**src/rtl/imem_loader.sv**
```systemverilog
`default_nettype none
// ============================================================================
// Module  : imem_loader
// Brief   : Boot loader: byte stream -> LE 32-bit imem words, XOR check, core release
// Revision: 1.0
// ============================================================================
module imem_loader #(
   parameter int          DWIDTH    = 32,
   parameter int          DEPTH     = 256,
   parameter logic [31:0] ADDR_BASE = 32'h0000_0000
) (
   input  logic              clk,
   input  logic              rst,
   input  logic              in_valid,
   input  logic [7:0]        in_data,
   output logic              in_ready,
   input  logic              reload,
   output logic              imem_we,
   output logic [31:0]       imem_addr,
   output logic [DWIDTH-1:0] imem_wdata,
   output logic              core_rst,
   output logic              done,
   output logic              error
);

   localparam logic [31:0] DEPTH_W = 32'(DEPTH);

   typedef enum logic [2:0] {
      S_LEN0 = 3'd0,
      S_LEN1 = 3'd1,
      S_DATA = 3'd2,
      S_CSUM = 3'd3,
      S_RUN  = 3'd4,
      S_ERR  = 3'd5
   } state_t;

   state_t      state;
   state_t      state_nx;
   logic [15:0] len;
   logic [15:0] word_cnt;
   logic [1:0]  byte_cnt;
   logic [7:0]  csum;
   logic [23:0] asm_lo;
   logic        accept;
   logic        word_done;
   logic [15:0] len_full;

   assign accept   = in_valid && in_ready;
   assign len_full = {in_data, len[7:0]};

   always_ff @(posedge clk) begin
      if (!rst) state <= S_LEN0;
      else      state <= state_nx;
   end

   always_comb begin
      state_nx  = state;
      word_done = 1'b0;
      case (state)
         S_LEN0: if (accept) state_nx = S_LEN1;
         S_LEN1: begin
            if (accept) begin
               if (len_full == 16'd0)                  state_nx = S_CSUM;
               else if ({16'd0, len_full} > DEPTH_W)   state_nx = S_ERR;
               else                                    state_nx = S_DATA;
            end
         end
         S_DATA: begin
            if (accept && byte_cnt == 2'd3) begin
               word_done = 1'b1;
               if (word_cnt == len - 16'd1) state_nx = S_CSUM;
            end
         end
         S_CSUM: if (accept) state_nx = (in_data == csum) ? S_RUN : S_ERR;
         S_RUN, S_ERR: if (reload) state_nx = S_LEN0;
         default: state_nx = S_LEN0;
      endcase
   end

   // Status outputs are registered from the next state so they line up with it.
   always_ff @(posedge clk) begin
      if (!rst) begin
         in_ready   <= 1'b0;
         imem_we    <= 1'b0;
         imem_addr  <= ADDR_BASE;
         imem_wdata <= '0;
         core_rst   <= 1'b1;
         done       <= 1'b0;
         error      <= 1'b0;
         len        <= 16'd0;
         word_cnt   <= 16'd0;
         byte_cnt   <= 2'd0;
         csum       <= 8'd0;
         asm_lo     <= 24'd0;
      end else begin
         in_ready <= (state_nx != S_RUN) && (state_nx != S_ERR);
         core_rst <= (state_nx != S_RUN);
         done     <= (state_nx == S_RUN);
         error    <= (state_nx == S_ERR);
         imem_we  <= word_done;

         if (word_done) imem_wdata <= DWIDTH'({in_data, asm_lo});
         if (imem_we)   imem_addr  <= imem_addr + 32'd4;

         if (accept && (state == S_LEN0 || state == S_LEN1 || state == S_DATA))
            csum <= csum ^ in_data;
         if (accept && state == S_LEN0) len[7:0]  <= in_data;
         if (accept && state == S_LEN1) len[15:8] <= in_data;

         if (accept && state == S_DATA) begin
            byte_cnt <= byte_cnt + 2'd1;
            case (byte_cnt)
               2'd0:    asm_lo[7:0]   <= in_data;
               2'd1:    asm_lo[15:8]  <= in_data;
               2'd2:    asm_lo[23:16] <= in_data;
               default: asm_lo        <= asm_lo;
            endcase
            if (word_done) word_cnt <= word_cnt + 16'd1;
         end

         if ((state == S_RUN || state == S_ERR) && reload) begin
            imem_addr <= ADDR_BASE;
            len       <= 16'd0;
            word_cnt  <= 16'd0;
            byte_cnt  <= 2'd0;
            csum      <= 8'd0;
         end
      end
   end

endmodule
`default_nettype wire
```
**config.mk**
```make
export PLATFORM = sky130hd
export DESIGN_NAME = imem_loader
export DESIGN_NICKNAME = d
export VERILOG_FILES = /design/src/rtl/imem_loader.sv
export SDC_FILE = /design/constraint.sdc
export NUM_CORES = 1
export LEC_CHECK = 0
export CAP_MARGIN = 10
export CORE_MARGIN = 8
export CORE_UTILIZATION = 25
export DETAILED_ROUTE_END_ITERATION = 12
export GPL_TIMING_DRIVEN = 1
export HOLD_SLACK_MARGIN = 0.1
export PLACE_DENSITY = 0.47
export SETUP_SLACK_MARGIN = 0.1
export SLEW_MARGIN = 20
export SYNTH_ARGS = -nofsm -noshare
export SYNTH_HDL_FRONTEND = slang
export SYNTH_SLANG_ARGS = --single-unit
```
**constraint.sdc**
```tcl
create_clock -name clk -period 2 [get_ports clk]
set_input_delay 0.4 -clock clk [delete_from_list [all_inputs] [get_ports clk]]
set_output_delay 0.4 -clock clk [all_outputs]
set_load 0.05 [all_outputs]
```
==> key figures <==
Run status
  • Status: complete, no violations

Hold path
  • Worst hold path class: reg2reg
  • Worst Hold Depth: 2
  • Hold_sp: imem_wdata[27]
  • Hold path endpoint: imem_wdata[27]

Placement
  • Port bufs: 78
  • DP HPWL: 11,600 µm
  • Placer Congestion: 0.762

Worst setup path
  • Internal reg-to-reg setup slack: 0.11 ns
  • Reg2reg path depth: 5
  • Crit Path Max Fanout: 6
  • RR Startpoint: imem_addr[5]
  • Critical path class: reg2reg
  • Req. time, crit path: 2.35 ns
  • Crit path launch type: flip-flop
  • CP endpoint kind: flip-flop
  • WP data arrival: 2.24 ns
  • Worst R2R End: imem_addr[31]

Synth
  • Synthesis-stage register bit count: 136
  • Primary FF master, synth: dfxtp_1
  • Library cells used by synthesis: 42
  • Area contributors post-synth: dfxtp_1, nand2_1, a21boi_0
  • Synth async-reset ratio: 0
  • Top-area cell type share of the netlist area: 0.450
  • Syn Area/Cell: 8.35 µm²
  • Sequential share of the synthesized area: 0.450
  • EDFF count, synth: 0
  • Area leader, netlist: dfxtp_1
  • Syn. warnings: 0
  • Mapped Area: 6060 µm²
  • Mapped Cells: 725

Floorplan
  • Die height: 172 µm
  • Row cnt: 57
  • Starting Density: 0.252
  • Die width: 172 µm
  • I/O pin count: 81
  • Core Area: 24,000 µm²
  • Die ar.: 29,500 µm²

Global route
  • GRT Total Usage: 0.114
  • Vias in the first global route: 4,859
  • Number of antenna violations at the first check in global routing: 0
  • Maximum number of pins on one net before global-route repair: 59
  • Gr ovfl total: 0
  • First-pass GRT wire length: 26,600 µm

Detailed routing
  • DRT iter0 DRCs: 331
  • Via count: 5,112
  • ANT nets after route: 0
  • TritonRoute pass-1 iters: 5
  • Vias/cell: 4.34
  • Final wirelength: 16,800 µm
  • DRC errors left: 0
  • Wire length per cell: 14.2 µm

Clock tree
  • Reg clk slew, reported paths: 0.06 ns
  • CTS sink cnt: 136
  • Worst-skew pair later-pin latency: 0.42 ns
  • CTS tree: built
  • Clock root buffer: clkbuf_16
  • H-tree levels: 4
  • Hold Buf Count CTS: 0
  • Total CTS buffers: 17
  • Clk buf depth: 2

STA
  • Endpoints failing hold: 0
  • Max Slew Vio Count: 0
  • RSZ-0062 raised after global routing: true
  • Rel. slew slack: 0.644
  • Fmax: 529 MHz
  • Final setup vio count: 0
  • TNS Setup: 0 ns
  • Worst clock skew: 0.0138 ns
  • Tightest Pin Transition: 0.536 ns
  • Fin crit share: 0.945
  • Fin crit period: 1.89 ns

Flow run
  • Max Cap Viol: 0

Finish
  • Final nets: 860
  • Final core occ: 0.344
  • Area growth from synthesis to layout: 36.4%
  • Layout fillers: 2,570
  • Most frequent cells in the layout: nand2_1, dfxtp_1, nor2_1
  • Ratio of cells with drive above 1 in the final layout: 0.188
  • Sequential cell area: 2790 µm²
  • N_diodes: 0
  • Multi-input logic area: 3260 µm²
  • Leading cell type in the layout, fill and taps excluded: nand2_1

Power and ir drop
  • Cell area power density: 759 nW/µm²
  • Peak VDD IR: 527 µV
  • LEAKAGE: 3.25 nW
## state kept, by name, summed over array words and instances (netlist names), 2 cells and up
name / flops
state: 3
byte_cnt: 2
csum: 8
imem_wdata: 32
word_cnt: 16
asm_lo: 24
imem_addr: 30
len: 16
## cells in the mapped netlist (2+ instances only)
cell	count
nand2_1	139
dfxtp_1	136
nor2_1	77
a21boi_0	56
nand3_1	52
xor2_1	48
clkbuf_1	38
xnor2_1	34
a21oi_1	19
nand4_1	17
mux2i_1	11
o21ai_0	10
inv_1	9
nor3_1	9
and3_1	8
or3_1	8
ha_1	7
nor4_1	6
and2_1	4
and3b_1	3
nand2b_1	3
nor3b_1	3
or4_1	3
a31oi_1	2
and4_1	2
buf_1	2
buf_2	2
buf_4	2
or2_2	2
## worst max-delay path by stage
stage	startpoint	end	slack, ns	depth (start not counted)
6_report	imem_addr[5]	imem_addr[31]	0.11	5
5_1_grt	imem_addr[6]	imem_addr[31]	0.02	5
4_1_cts	len[1]	done	0.09	8
3_5_place_dp	in_valid	word_cnt[12]	-0.24	7
3_3_place_gp	in_data[3]	done	-0.23	8
2_1_floorplan	imem_we	imem_addr[31]	0.03	6
## per-stage QoR
step,hold slack [ns],instances,setup WS (ns),power [mW],area [µm²]
floorplan,0.441,726,0.0348,3.11,6140
global placement,0.452,1140,-0.229,3.31,7600
detailed placement,0.459,1140,-0.241,3.31,7600
CTS,0.467,1174,0.0882,6.36,8170
global route,0.482,1177,0.0183,6.53,8260
finish,0.459,1177,0.109,6.27,8260
## cell families (layout without fill, tap and decap cells)
| family | Yosys count | after routing | share of synthesized area |
|---|---|---|---|
| muxes | 11 | 11 | 0.0182 |
| AOI/OAI and AO/OA | 92 | 92 | 0.102 |
| xor gates and xnor gates | 82 | 82 | 0.119 |
| other | 1 | 2 | 0.000619 |
| adders and majority gates | 7 | 7 | 0.0145 |
| DFF | 136 | 136 | 0.450 |
| buffers and inverters | 53 | 180 | 0.0345 |
| and+or+nand+nor | 343 | 343 | 0.262 |
## timing repair
item | CTS | global route
pin swaps | 7 | 10
hold endpoints to repair | 0 | 0
resized for setup | 71 | 16
setup endpoints to repair | 67 | 35
buffers inserted | 3 | 3
## final cells by class
type / instances / area share
clock inverters: 10 / 0.0114
clock buffers: 21 / 0.0570
repair buffers: 140 / 0.146
inverters: 9 / 0.00409
well taps: 324 / 0.0491
multi-input cells: 537 / 0.394
flip-flops and latches: 136 / 0.338
## routing by layer
metal	global-route usage	wire, µm	vias to the layer above
met4	0.0352	117	0
met1	0.159	8540	2344
met3	0.0294	838	7
li1	-	-	2656
met2	0.170	7260	105
met5	0	0	-
## where the power goes
part | leakage, nW | total [mW] | internal [mW] | switching (mW)
Combinational | 1.86 | 0.524 | 0.243 | 0.281
Clock | 0.276 | 3.00 | 1.80 | 1.19
Sequential | 1.12 | 2.75 | 2.72 | 0.0301
Total | 3.25 | 6.27 | 4.77 | 1.50
## critical path: stages (launching register included)
cell and delay, ns:
dfxtp_4 0.35, and4_4 0.25, nand4_1 0.17, or4_4 0.57, or3_1 0.36, a21oi_1 0.14
(Power assumes the default switching activity.)
